===== src/rtl/dist_fix_pkg.sv =====
// Shared types, default widths and the signed clamp helper for the distance
// accumulator stage.
package dist_fix_pkg;

  typedef enum logic {
    S_ACC = 1'b0,
    S_OUT = 1'b1
  } state_e;

  localparam int PROD_W = 34;
  localparam int ACC_W  = 40;
  localparam int OUT_W  = 32;
  localparam int CNT_W  = 16;

  // Clamp a sign-extended value into a signed field of 'width' bits (width <= 64).
  function automatic logic signed [63:0] sat_narrow(input logic signed [63:0] value,
                                                    input int                 width);
    logic signed [63:0] hi, lo;
    hi = (64'sd1 <<< (width - 1)) - 64'sd1;
    lo = -hi - 64'sd1;
    if (value > hi)      return hi;
    else if (value < lo) return lo;
    return value;
  endfunction

endpackage


===== src/rtl/dist_fix_sat_add.sv =====
// Combinational W-bit signed saturating adder; ovf flags that the clamp fired.
module dist_fix_sat_add #(
  parameter int W = dist_fix_pkg::ACC_W
) (
  input  logic signed [W-1:0] a,
  input  logic signed [W-1:0] b,
  output logic signed [W-1:0] sum,
  output logic                ovf
);

  logic signed [W-1:0] raw;

  assign raw = a + b;
  // Overflow only when both operands share a sign and the result flips it.
  assign ovf = (a[W-1] == b[W-1]) && (raw[W-1] != a[W-1]);

  always_comb begin
    sum = raw;
    if (ovf) sum = a[W-1] ? {1'b1, {(W-1){1'b0}}} : {1'b0, {(W-1){1'b1}}};
  end

endmodule


===== src/rtl/dist_fix_sq_accum.sv =====
// Frame accumulator for squared coordinate differences: saturating sum per
// frame, rescale, clamp, and one result per s_last-delimited frame.
module dist_fix_sq_accum
  import dist_fix_pkg::*;
#(
  parameter int PROD_W = dist_fix_pkg::PROD_W,
  parameter int ACC_W  = dist_fix_pkg::ACC_W,
  parameter int OUT_W  = dist_fix_pkg::OUT_W,
  parameter int SHIFT  = 0,
  parameter int CNT_W  = dist_fix_pkg::CNT_W
) (
  input  logic                     ap_clk,
  input  logic                     ap_rst_n,
  input  logic                     s_valid,
  output logic                     s_ready,
  input  logic signed [PROD_W-1:0] s_data,
  input  logic                     s_last,
  output logic                     m_valid,
  input  logic                     m_ready,
  output logic signed [OUT_W-1:0]  m_data,
  output logic                     m_ovf,
  output logic        [CNT_W-1:0]  m_count
);

  state_e                    state;
  logic signed [ACC_W-1:0]   acc, s_ext, sum, shifted;
  logic        [CNT_W-1:0]   cnt, cnt_inc;
  logic                      ovf, add_ovf, out_clamp;
  logic signed [63:0]        wide, clamped;
  logic signed [OUT_W-1:0]   out_val;

  assign s_ext = ACC_W'(s_data);

  dist_fix_sat_add #(.W(ACC_W)) u_add (
    .a   (acc),
    .b   (s_ext),
    .sum (sum),
    .ovf (add_ovf)
  );

  assign cnt_inc = (&cnt) ? cnt : cnt + CNT_W'(1);

  // Output path is computed from the running sum so the last beat lands in one edge.
  assign shifted   = sum >>> SHIFT;
  assign wide      = 64'(shifted);
  assign clamped   = sat_narrow(wide, OUT_W);
  assign out_clamp = (clamped != wide);
  assign out_val   = OUT_W'(clamped);

  // Handshake flags decode the state register only; m_ready never reaches s_ready.
  assign s_ready = (state == S_ACC);
  assign m_valid = (state == S_OUT);

  always_ff @(posedge ap_clk or negedge ap_rst_n) begin
    if (!ap_rst_n) begin
      state   <= S_ACC;
      acc     <= '0;
      cnt     <= '0;
      ovf     <= 1'b0;
      m_data  <= '0;
      m_ovf   <= 1'b0;
      m_count <= '0;
    end else begin
      case (state)
        S_ACC: begin
          if (s_valid) begin
            cnt <= cnt_inc;
            if (add_ovf) ovf <= 1'b1;
            if (s_last) begin
              m_data  <= out_val;
              m_ovf   <= ovf | add_ovf | out_clamp;
              m_count <= cnt_inc;
              state   <= S_OUT;
            end else begin
              acc <= sum;
            end
          end
        end
        S_OUT: begin
          if (m_ready) begin
            acc   <= '0;
            cnt   <= '0;
            ovf   <= 1'b0;
            state <= S_ACC;
          end
        end
        default: state <= S_ACC;
      endcase
    end
  end

endmodule


===== config.mk =====
export PLATFORM = sky130hd
export DESIGN_NAME = dist_fix_sq_accum
export DESIGN_NICKNAME = d
export VERILOG_FILES = /design/src/rtl/dist_fix_pkg.sv /design/src/rtl/dist_fix_sat_add.sv /design/src/rtl/dist_fix_sq_accum.sv
export SDC_FILE = /design/constraint.sdc
export NUM_CORES = 1
export LEC_CHECK = 0
export BUFFER_PORTS_ARGS = -buffer_cell sky130_fd_sc_hd__buf_2
export CORE_MARGIN = 5
export CORE_UTILIZATION = 50
export CTS_CLUSTER_DIAMETER = 200
export CTS_CLUSTER_SIZE = 25
export DETAILED_ROUTE_END_ITERATION = 10
export GPL_ROUTABILITY_DRIVEN = 0
export PLACE_DENSITY = 0.71
export RECOVER_POWER = 50
export SLEW_MARGIN = 20
export SYNTH_ARGS = -nofsm -noshare
export SYNTH_HDL_FRONTEND = slang
export SYNTH_SLANG_ARGS = --single-unit

===== constraint.sdc =====
create_clock -name ap_clk -period 4.5 [get_ports ap_clk]
set_input_delay 0.225 -clock ap_clk [delete_from_list [all_inputs] [get_ports ap_clk]]
set_output_delay 0.225 -clock ap_clk [all_outputs]
set_load 0.01 [all_outputs]

==> qor.yml, run 1 <==
power_and_ir_drop:
  leakagePower_uw: 0.004809
  p_per_area_nw_per_um2: 787.6
  ir_drop_mv: 0.3765
timing:
  worst-slew-pin-transition_ns: 1.962
  finClkSkew_ns: 0.01855
  relSlewSlack_pct: -30.79
  setup_viol: 31
  final_hold_viol_count: 0
  rsz0062_at_grt: "true"
  slew_violations: 80
  setup-tns-final_ns: -3.044
  fmax_mhz: 211.4
  timing.final.crit_share_pct: 105.1
  fin_crit_ns: 4.730
  setup_slack_ns: -0.2303
drt:
  top_layer_used: "met5"
  ant_nets: 0
  via_per_inst: 6.231
  dr.pass1.iters: 6
  wl_per_cell_um: 19.87
  drt-initial-drc-count: 1159
  vias: 9085
  met3_length_um: 2964
  totalWireLength_um: 28970
  met1Wirelength_um: 12190
  met2_wirelength_um: 12620
  drc_errors: 0
global_route:
  grtUsageTotal_pct: 30.37
  grt_overflow: 0
  antenna_found_initial: 2
  grt_max_degree: 80
  grt_pass1_wl_um: 45420
  grt_pass1_vias: 8625
cells_and_area:
  seqCellArea_um2: 2678
  multi_input_area_um2: 5518
  fin_area_um2: 10910
  num-fill-cells: 1307
  postLayoutCoreUtil_pct: 68.40
  drive_above_1_share_pct: 27.80
  final_cells: 1458
  syn_to_final_growth_pct: 33.31
  nNetsFinal: 1317
clock_network:
  clock_path_buffers: 2
  clkTransAtPathRegs_ns: 0.08
  clock_tree.htree_level_count: 3
  clkLatencyLatePin_ns: 0.37
  cts_buffers: 9
  cts_num_sinks: 107
  cts_tree: "yes"
  root_buffer: "clkbuf_16"
synth:
  synth_cells: 1014
  ys_ff_latch: 107
  yosys.area.top_type: "dfrtp_1"
  synth_most_common_cell: "nand2_1"
  netlist_top_cells_count: "154 x nand2_1, 107 x dfrtp_1, 98 x o21ai_0, 83 x nor2_1, 65 x a21oi_1"
  ys.flop_type: "dfrtp_1"
  synth_top_area_share_pct: 32.73
  synth_nets: 1095
  synth.avg_cell_area_um2: 8.067
  synth_edf_count: 0
  yosysSeqAreaShare_pct: 32.73
  ys_types: 85
  synth-async-reset-ratio_pct: 100.0
  yosys_warnings: 0
  ys_top_cells_by_area: "dfrtp_1 33%, nand2_1 7.1%, ha_1 6.1%"
  syn-cell-area_um2: 8180
place:
  post-dp-hpwl_um: 21000
  port_buffers: 89
  dpl_cell_area_um2: 9963
  placed_cells: 1424
floorplan:
  die-height_um: 137.9
  die_area_um2: 19020
  initial_core_util_pct: 51.31
  core_um2: 15940
  std_cell_rows: 46
  die_w_um: 137.9
  ios: 90
worst_setup_path:
  worstSetupPathType: "reg2reg"
  worstPathRequired_ns: 4.76
  cp-end-kind: "flip-flop"
  critPathMaxFanout: 4
  critPathLaunchType: "flip-flop"
  r2r_setup_slack_ns: -0.23
  arrival_ns: 4.99
status:
  status: "finished, violations left"
  violations: "max-capacitance violations, max-slew violations, negative setup slack"
worst_hold_path:
  hold_path.class: "in2reg"
run:
  max-cap-violations: 1
## path summary, 6_finish.rpt
check,startpoint,to,cells past startpoint
worst min-delay path,m_ready,m_valid$_DFF_PN0_,2
max in group asynchronous,ap_rst_n,acc[23]$_DFFE_PN0P_,3
worst max-delay path,acc[20]$_DFFE_PN0P_,m_ovf$_DFFE_PN0P_,19
worst max register to register,acc[20]$_DFFE_PN0P_,m_ovf$_DFFE_PN0P_,19
worst min register to register,m_count[3]$_DFFE_PN0P_,m_count[3]$_DFFE_PN0P_,2
min in group asynchronous,ap_rst_n,acc[6]$_DFFE_PN0P_,2
## where the power goes
group | internal [uW] | switching, uW
combinational | 2690 | 3440
sequential | 1280 | 235
clock | 528 | 415
## cell type report
class | count | area share (%)
clock inverters | 5 | 0.8605
multi-input cells | 817 | 50.60
repair buffers | 280 | 18.45
well taps | 216 | 2.478
clock buffers | 11 | 2.318
diodes | 1 | 0.02295
flip-flops and latches | 107 | 24.55
inverters | 21 | 0.7228
## logic make-up after synthesis
| kind of cell | count (synthesis) | synth area share (%) |
|---|---|---|
| AO/OA/AOI/OAI | 341 | 28.16 |
| XOR/XNOR | 38 | 4.160 |
| adder cells (fa/ha/maj) | 42 | 6.608 |
| buffers and inverters | 90 | 4.696 |
| flip-flops | 107 | 32.73 |
| multiplexers | 7 | 0.8718 |
| AND/OR/NAND/NOR | 389 | 22.77 |
## metal layers
| metal | GRT usage, % | vias to the layer above |
|---|---|---|
| met4 | 13.01 | 2 |
| met2 | 45.34 | 526 |
| li1 | - | 4155 |
| met3 | 6.967 | 119 |
| met1 | 42.34 | 4283 |
| met5 | 0 | - |
## worst max-delay path: stages, from the launching register on
cell      delay [ns]
dfrtp_1         0.42
ha_4            0.32
nand4_1         0.14
or3_4           0.44
nor3_4          0.18
o211ai_1        0.11
nor3b_2         0.17
o21ai_1         0.15
a21o_1          0.15
fa_1            0.44
nor3b_4         0.19
or4_1           0.42
nor2_2          0.15
a311oi_4        0.07
o31ai_1         0.28
and4b_1         0.26
o2111a_1        0.21
a41oi_1         0.14
a32o_1          0.24
a31o_1          0.18
## flip-flops by register name, summed over array words and instances (netlist names)
name	cells
acc	40
m_data	32
cnt	16
m_count	16
m_ovf	1
m_valid	1
ovf	1
## stage by stage
stage	hold WS, ns	total power [uW]	worst slack [ns]
after global placement	0.4512	6770	-0.4172
after detailed placement	0.4584	6860	-0.4906
after global routing	0.1369	9060	-0.4453
final	0.1416	8589	-0.2303
after floorplan	-0.07059	4528	-0.1276
after CTS	0.06390	8169	-0.1746
## what timing repair did
| action | in CTS | in global routing |
|---|---|---|
| endpoints found under the setup margin | 32 | 32 |
| gates resized for setup | 49 | 41 |
| pin swaps | 15 | 13 |
| hold endpoints to repair | 0 | 78 |
| gates cloned | 4 | 2 |
| hold buffers | 0 | 1 |
| buffers inserted | 4 | 8 |
## cells in the final DEF (no fill, tap or decap), types with 9 or more instances in the layout
cell type / n
a21oi_1: 55
a21oi_2: 14
a22o_1: 17
a31oi_1: 11
buf_2: 50
buf_4: 174
clkbuf_1: 38
clkbuf_16: 11
dfrtp_1: 107
ha_1: 28
ha_4: 12
inv_1: 21
nand2_1: 152
nand3_1: 27
nand4_1: 25
nor2_1: 80
nor2b_1: 15
nor3_1: 11
nor4_1: 14
o211ai_1: 15
o21a_1: 12
o21ai_0: 82
o21ai_1: 37
o21ai_2: 9
o31ai_1: 10
or3_1: 11
xnor2_1: 22
xor2_1: 15
(Power assumes the default switching activity.)
==> run 2, diff against run 1 <==
Settings changed: CORE_UTILIZATION 50 to 45, PLACE_DENSITY 0.71 to 0.65.
==> run 2 against run 1 <==
Effect of this change: setup slack got worse by 0.10 ns; die area up 10%; register-to-register slack got worse by 0.10 ns; hold slack got worse by 0.024 ns; the flow still finishes with violations (max-capacitance violations, max-slew violations, negative setup slack); highest routed layer is now met4; clock power fell by 15%; global-route usage down 3.4 points; critical path depth rose by 1; via count is 1.9% lower; clock skew fell by 0.0071 ns; wire length increased by 0.83%; sequential cell count is the same.
==> qor.yml, run 2 (synthesis gave the netlist of run 1 again) <==
worst_setup_path:
  r2r_setup_slack_ns: -0.33
  critPathMaxFanout: 4
  worstPathRequired_ns: 4.76
  worstSetupPathType: "reg2reg"
  critPathLaunchType: "flip-flop"
  reg2reg_depth: 20
  arrival_ns: 5.09
  timing.rr.start: "acc[8]$_DFFE_PN0P_"
  r2r-end: "m_ovf$_DFFE_PN0P_"
  cp-end-kind: "flip-flop"
timing:
  fmax_mhz: 207.0
  rsz0062_at_grt: "true"
  relSlewSlack_pct: -48.98
  fin_crit_ns: 4.832
  fin_hold_ws_ns: 0.1176
  timing.final.crit_share_pct: 107.4
  slew_violations: 51
  worst-slew-pin-transition_ns: 2.235
  setup_slack_ns: -0.3317
  setup_viol: 32
  setup-tns-final_ns: -1.487
  final_hold_viol_count: 0
  finClkSkew_ns: 0.01142
drt:
  via_per_inst: 6.010
  drc_errors: 0
  dr.pass1.iters: 5
  totalWireLength_um: 29210
  ant_nets: 0
  wl_per_cell_um: 19.70
  vias: 8913
  drt-initial-drc-count: 995
global_route:
  grt_pass1_vias: 8398
  antenna_found_initial: 1
  grtUsageTotal_pct: 26.95
  grt_pass1_wl_um: 44620
  grt_overflow: 0
  grt_max_degree: 75
clock_network:
  cts_buffers: 9
  clock_tree.htree_level_count: 3
  clkLatencyLatePin_ns: 0.37
  clock_path_buffers: 2
  root_buffer: "clkbuf_16"
  cts_num_sinks: 107
  cts_tree: "yes"
  clkTransAtPathRegs_ns: 0.08
floorplan:
  initial_core_util_pct: 45.69
  die-height_um: 144.8
  die_area_um2: 20970
  die_w_um: 144.8
  ios: 90
  core_um2: 17900
  std_cell_rows: 49
cells_and_area:
  num-fill-cells: 1581
  nNetsFinal: 1330
  postLayoutCoreUtil_pct: 61.18
  largest_register_ffs: 40
  largest-register: "acc"
  layout_common_cells: "188 x buf_4, 150 x nand2_1, 106 x dfrtp_1, 83 x o21ai_0, 81 x nor2_1"
  layout_commonest_cell: "buf_4"
  antennaDiodeCount: 0
  syn_to_final_growth_pct: 33.88
  fin_area_um2: 10950
  reg_top3: "acc x40, m_data x32"
  drive_above_1_share_pct: 29.67
worst_hold_path:
  hold_path.class: "in2reg"
  hold_end: "m_valid$_DFF_PN0_"
  hold-path-cell-count: 2
  hp-start: "m_ready"
status:
  status: "finished, violations left"
  violations: "max-capacitance violations, max-slew violations, negative setup slack"
power_and_ir_drop:
  leakagePower_uw: 0.004838
  ir_drop_mv: 0.3398
  p_per_area_nw_per_um2: 773.3
  power_uw: 8469
place:
  post-dp-hpwl_um: 21540
  dpl_cell_area_um2: 10100
  port_buffers: 89
run:
  max-cap-violations: 1
==> run 2: cell count changes in the layout (fill, tap and decap cells not counted), sizes merged <==
cell / previous run / this run
clkinvlp: 0 / 1
dlymetal6s4s: 0 / 1
buf: 238 / 243
clkinv: 2 / 3
clkbuf: 52 / 57
inv: 22 / 24
bufinv: 2 / 0
diode: 1 / 0
==> run 2: routing by layer <==
| metal | part of all wire, % | track usage [%] |
|---|---|---|
| met1 | 44 | 39.61 |
| met5 | 0 | 0 |
| met3 | 9.8 | 5.192 |
| met4 | 3.0 | 9.131 |
| met2 | 43 | 39.71 |
==> run 2: through the flow <==
stage	setup WS, ns	std cells
floorplan	-0.1276	1014
global placement	-0.2991	1451
detailed placement	-0.3763	1452
CTS	-0.2102	1470
global route	-0.6197	1483
finish	-0.3317	1483
==> run 2: worst max-delay path by stage <==
stage | startpoint | endpoint | slack, ns
finish | acc[8]$_DFFE_PN0P_ | m_ovf$_DFFE_PN0P_ | -0.33
global route | acc[12]$_DFFE_PN0P_ | m_ovf$_DFFE_PN0P_ | -0.62
CTS | acc[1]$_DFFE_PN0P_ | m_ovf$_DFFE_PN0P_ | -0.21
detailed placement | acc[21]$_DFFE_PN0P_ | m_ovf$_DFFE_PN0P_ | -0.38
global placement | acc[16]$_DFFE_PN0P_ | m_ovf$_DFFE_PN0P_ | -0.30
floorplan | acc[16]$_DFFE_PN0P_ | m_ovf$_DFFE_PN0P_ | -0.13
==> run 2: worst max-delay path: stages, from the launching register on <==
cell       delay, ns
dfrtp_1         0.40
ha_1            0.32
a21oi_2         0.16
o21a_1          0.21
o22ai_2         0.11
o211ai_1        0.22
nor3b_2         0.26
o21ai_1         0.11
a21o_1          0.20
fa_1            0.52
or3b_4          0.41
buf_4           0.15
buf_6           0.11
buf_4           0.14
o2111a_1        0.13
nor3_1          0.23
nand2_1         0.10
a211oi_1        0.35
buf_4           0.18
o2111ai_1       0.15
a31o_1          0.27
==> run 2: what timing repair did <==
action	4_1_cts	5_1_grt
buffers inserted	2	5
setup endpoints to repair	32	33
gates resized for setup	30	64
pin swaps	16	24
hold endpoints to repair	0	24
cloned	0	6
hold buffers	0	1
==> run 2: final cells by class <==
type / instances / area, um^2 / area share, %
Multi-Input combinational cell: 817 / 5533 / 50.52
Timing Repair Buffer: 293 / 2092 / 19.10
Tap cell: 229 / 286.5 / 2.616
Sequential cell: 107 / 2679 / 24.46
Inverter: 21 / 78.83 / 0.7198
Clock inverter: 7 / 57.56 / 0.5255
Clock buffer: 9 / 225.2 / 2.056
==> run 2: power by group <==
group	switching (uW)	internal (uW)
logic	3430	2720
clock network	419	386
registers	233	1280
==> run 3, diff against run 2 <==
--- a/constraint.sdc
+++ b/constraint.sdc
@@ -3,2 +3,2 @@
 set_output_delay 0.225 -clock ap_clk [all_outputs]
-set_load 0.01 [all_outputs]
+set_load 0.05 [all_outputs]
==> run 3 against run 2 <==
Effect of this change: the run still ends with max-capacitance violations, max-slew violations, negative setup slack left; clock skew hardly changed; combinational power is 7.5% higher; utilization stayed put; cell count stayed put; design area stayed put; wire length hardly changed; critical path depth stayed put; first-iteration DRC count stayed put; sequential power hardly changed; clock power hardly changed; largest cell class unchanged; highest routed layer unchanged.
==> qor.yml, run 3 (synthesis gave the netlist of run 1 again) <==
timing:
  relSlewSlack_pct: -49.25
  worst-slew-pin-transition_ns: 2.239
  final_hold_viol_count: 0
  slew_violations: 51
  fin_hold_ws_ns: 0.1185
  setup-tns-final_ns: -1.857
  timing.final.crit_share_pct: 107.4
  setup_viol: 32
  setup_slack_ns: -0.3345
  fin_crit_ns: 4.835
  rsz0062_at_grt: "true"
  finClkSkew_ns: 0.01148
  fmax_mhz: 206.8
power_and_ir_drop:
  ir_drop_mv: 0.5158
  power_uw: 8928
  leakagePower_uw: 0.004838
  p_per_area_nw_per_um2: 815.2
drt:
  via_per_inst: 6.020
  drc_errors: 0
  dr.pass1.iters: 7
  met2_wirelength_um: 12550
  top_layer_used: "met4"
  met3_length_um: 2824
  vias: 8928
  met1Wirelength_um: 12950
  drt-initial-drc-count: 995
  totalWireLength_um: 29240
  wl_per_cell_um: 19.71
  ant_nets: 0
place:
  port_buffers: 89
  post-place-ws_ns: -0.3763
  post-dp-hpwl_um: 21540
cells_and_area:
  num-fill-cells: 1580
  drive_above_1_share_pct: 29.67
  largest-register: "acc"
  multi_input_area_um2: 5533
  nNetsFinal: 1330
  reg_top3: "acc x40, m_data x32"
  antennaDiodeCount: 0
  largest_register_ffs: 40
  seqCellArea_um2: 2679
  layout_commonest_cell: "buf_4"
  postLayoutCoreUtil_pct: 61.18
  layout_common_cells: "188 x buf_4, 150 x nand2_1, 106 x dfrtp_1, 83 x o21ai_0, 81 x nor2_1"
  syn_to_final_growth_pct: 33.88
floorplan:
  ios: 90
  std_cell_rows: 49
  initial_core_util_pct: 45.69
  die_area_um2: 20970
  die_w_um: 144.8
  die-height_um: 144.8
  core_um2: 17900
global_route:
  grt_overflow: 0
  grt_pass1_wl_um: 44620
  antenna_found_initial: 1
  grt_pass1_vias: 8398
  grtUsageTotal_pct: 26.95
  grt_max_degree: 75
worst_hold_path:
  hold-path-cell-count: 2
  hold_path.class: "in2reg"
clock_network:
  clkLatencyLatePin_ns: 0.37
  cts_tree: "yes"
  clkTransAtPathRegs_ns: 0.08
  clock_tree.htree_level_count: 3
  cts_buffers: 9
  clock_path_buffers: 2
  root_buffer: "clkbuf_16"
  cts_num_sinks: 107
run:
  max-cap-violations: 1
worst_setup_path:
  critPathMaxStageDelay_ns: 0.52
  path_cells: "ha_1 -> a21oi_2 -> o21a_1 -> o22ai_2 -> o211ai_1 -> nor3b_2 -> o21ai_1 -> a21o_1 -> fa_1 -> or3b_4 -> buf_4 -> buf_6 -> buf_4 -> o2111a_1 -> nor3_1 -> nand2_1 -> a211oi_1 -> buf_4 -> o2111ai_1 -> a31o_1"
  worstSetupPathType: "reg2reg"
  cp_common_cell: "buf_4"
  critPathLaunchType: "flip-flop"
  critPathMaxFanout: 4
  worstPathRequired_ns: 4.76
  cp-end-kind: "flip-flop"
  reg2reg_depth: 20
  arrival_ns: 5.10
  slowest_stage: "fa_1"
status:
  status: "finished, violations left"
  violations: "max-capacitance violations, max-slew violations, negative setup slack"
-- run 3: cell type report --
| type | instances | share of cell area, % |
|---|---|---|
| Timing Repair Buffer | 293 | 19.10 |
| Multi-Input combinational cell | 817 | 50.52 |
| Inverter | 21 | 0.7198 |
| Sequential cell | 107 | 24.46 |
| Clock buffer | 9 | 2.056 |
| Tap cell | 229 | 2.616 |
| Clock inverter | 7 | 0.5255 |
-- run 3: timing repair --
item | 4_1_cts | 5_1_grt
setup buffers | 2 | 5
cloned | 0 | 6
hold endpoints to repair | 0 | 24
hold buffers | 0 | 1
setup endpoints to repair | 32 | 33
gates resized for setup | 30 | 64
pin swaps | 16 | 24
-- run 3: report_power, final --
group / switching, uW / internal, uW / leakage, uW
clock: 417 / 386 / 0.000140
sequential: 233 / 1280 / 0.00139
combinational: 3890 / 2720 / 0.00331
total: 4540 / 4390 / 0.00484
-- run 3: through the flow --
step,cell area (um^2),instances
after floorplan,8204,1014
after global placement,10080,1451
after detailed placement,10100,1452
after CTS,10610,1470
after global routing,10950,1483
final,10950,1483
-- run 3: worst paths after layout --
kind,startpoint,to,slack (ns)
max,acc[8]$_DFFE_PN0P_,m_ovf$_DFFE_PN0P_,-0.33
max in group asynchronous,ap_rst_n,acc[28]$_DFFE_PN0P_,0.67
max reg2reg,acc[8]$_DFFE_PN0P_,m_ovf$_DFFE_PN0P_,-0.33
min,m_ready,m_valid$_DFF_PN0_,0.12
min in group asynchronous,ap_rst_n,m_data[10]$_DFFE_PN0P_,0.71
min reg2reg,m_count[14]$_DFFE_PN0P_,m_count[14]$_DFFE_PN0P_,0.48
-- run 3: worst max-delay path: cells and delay by family (launching register included) --
family	cells	cell delay [ns]
adder cells (fa/ha/maj)	2	0.84
AND/OR/NAND/NOR	4	1.00
buffers and inverters	4	0.58
AO/OA/AOI/OAI	10	1.90
flip-flops	1	0.40
-- run 3: metal layers --
metal / vias up / track usage (%)
met4: 0 / 9.131
met5: - / 0
met1: 4228 / 39.61
li1: 4171 / -
met2: 450 / 39.71
met3: 79 / 5.192
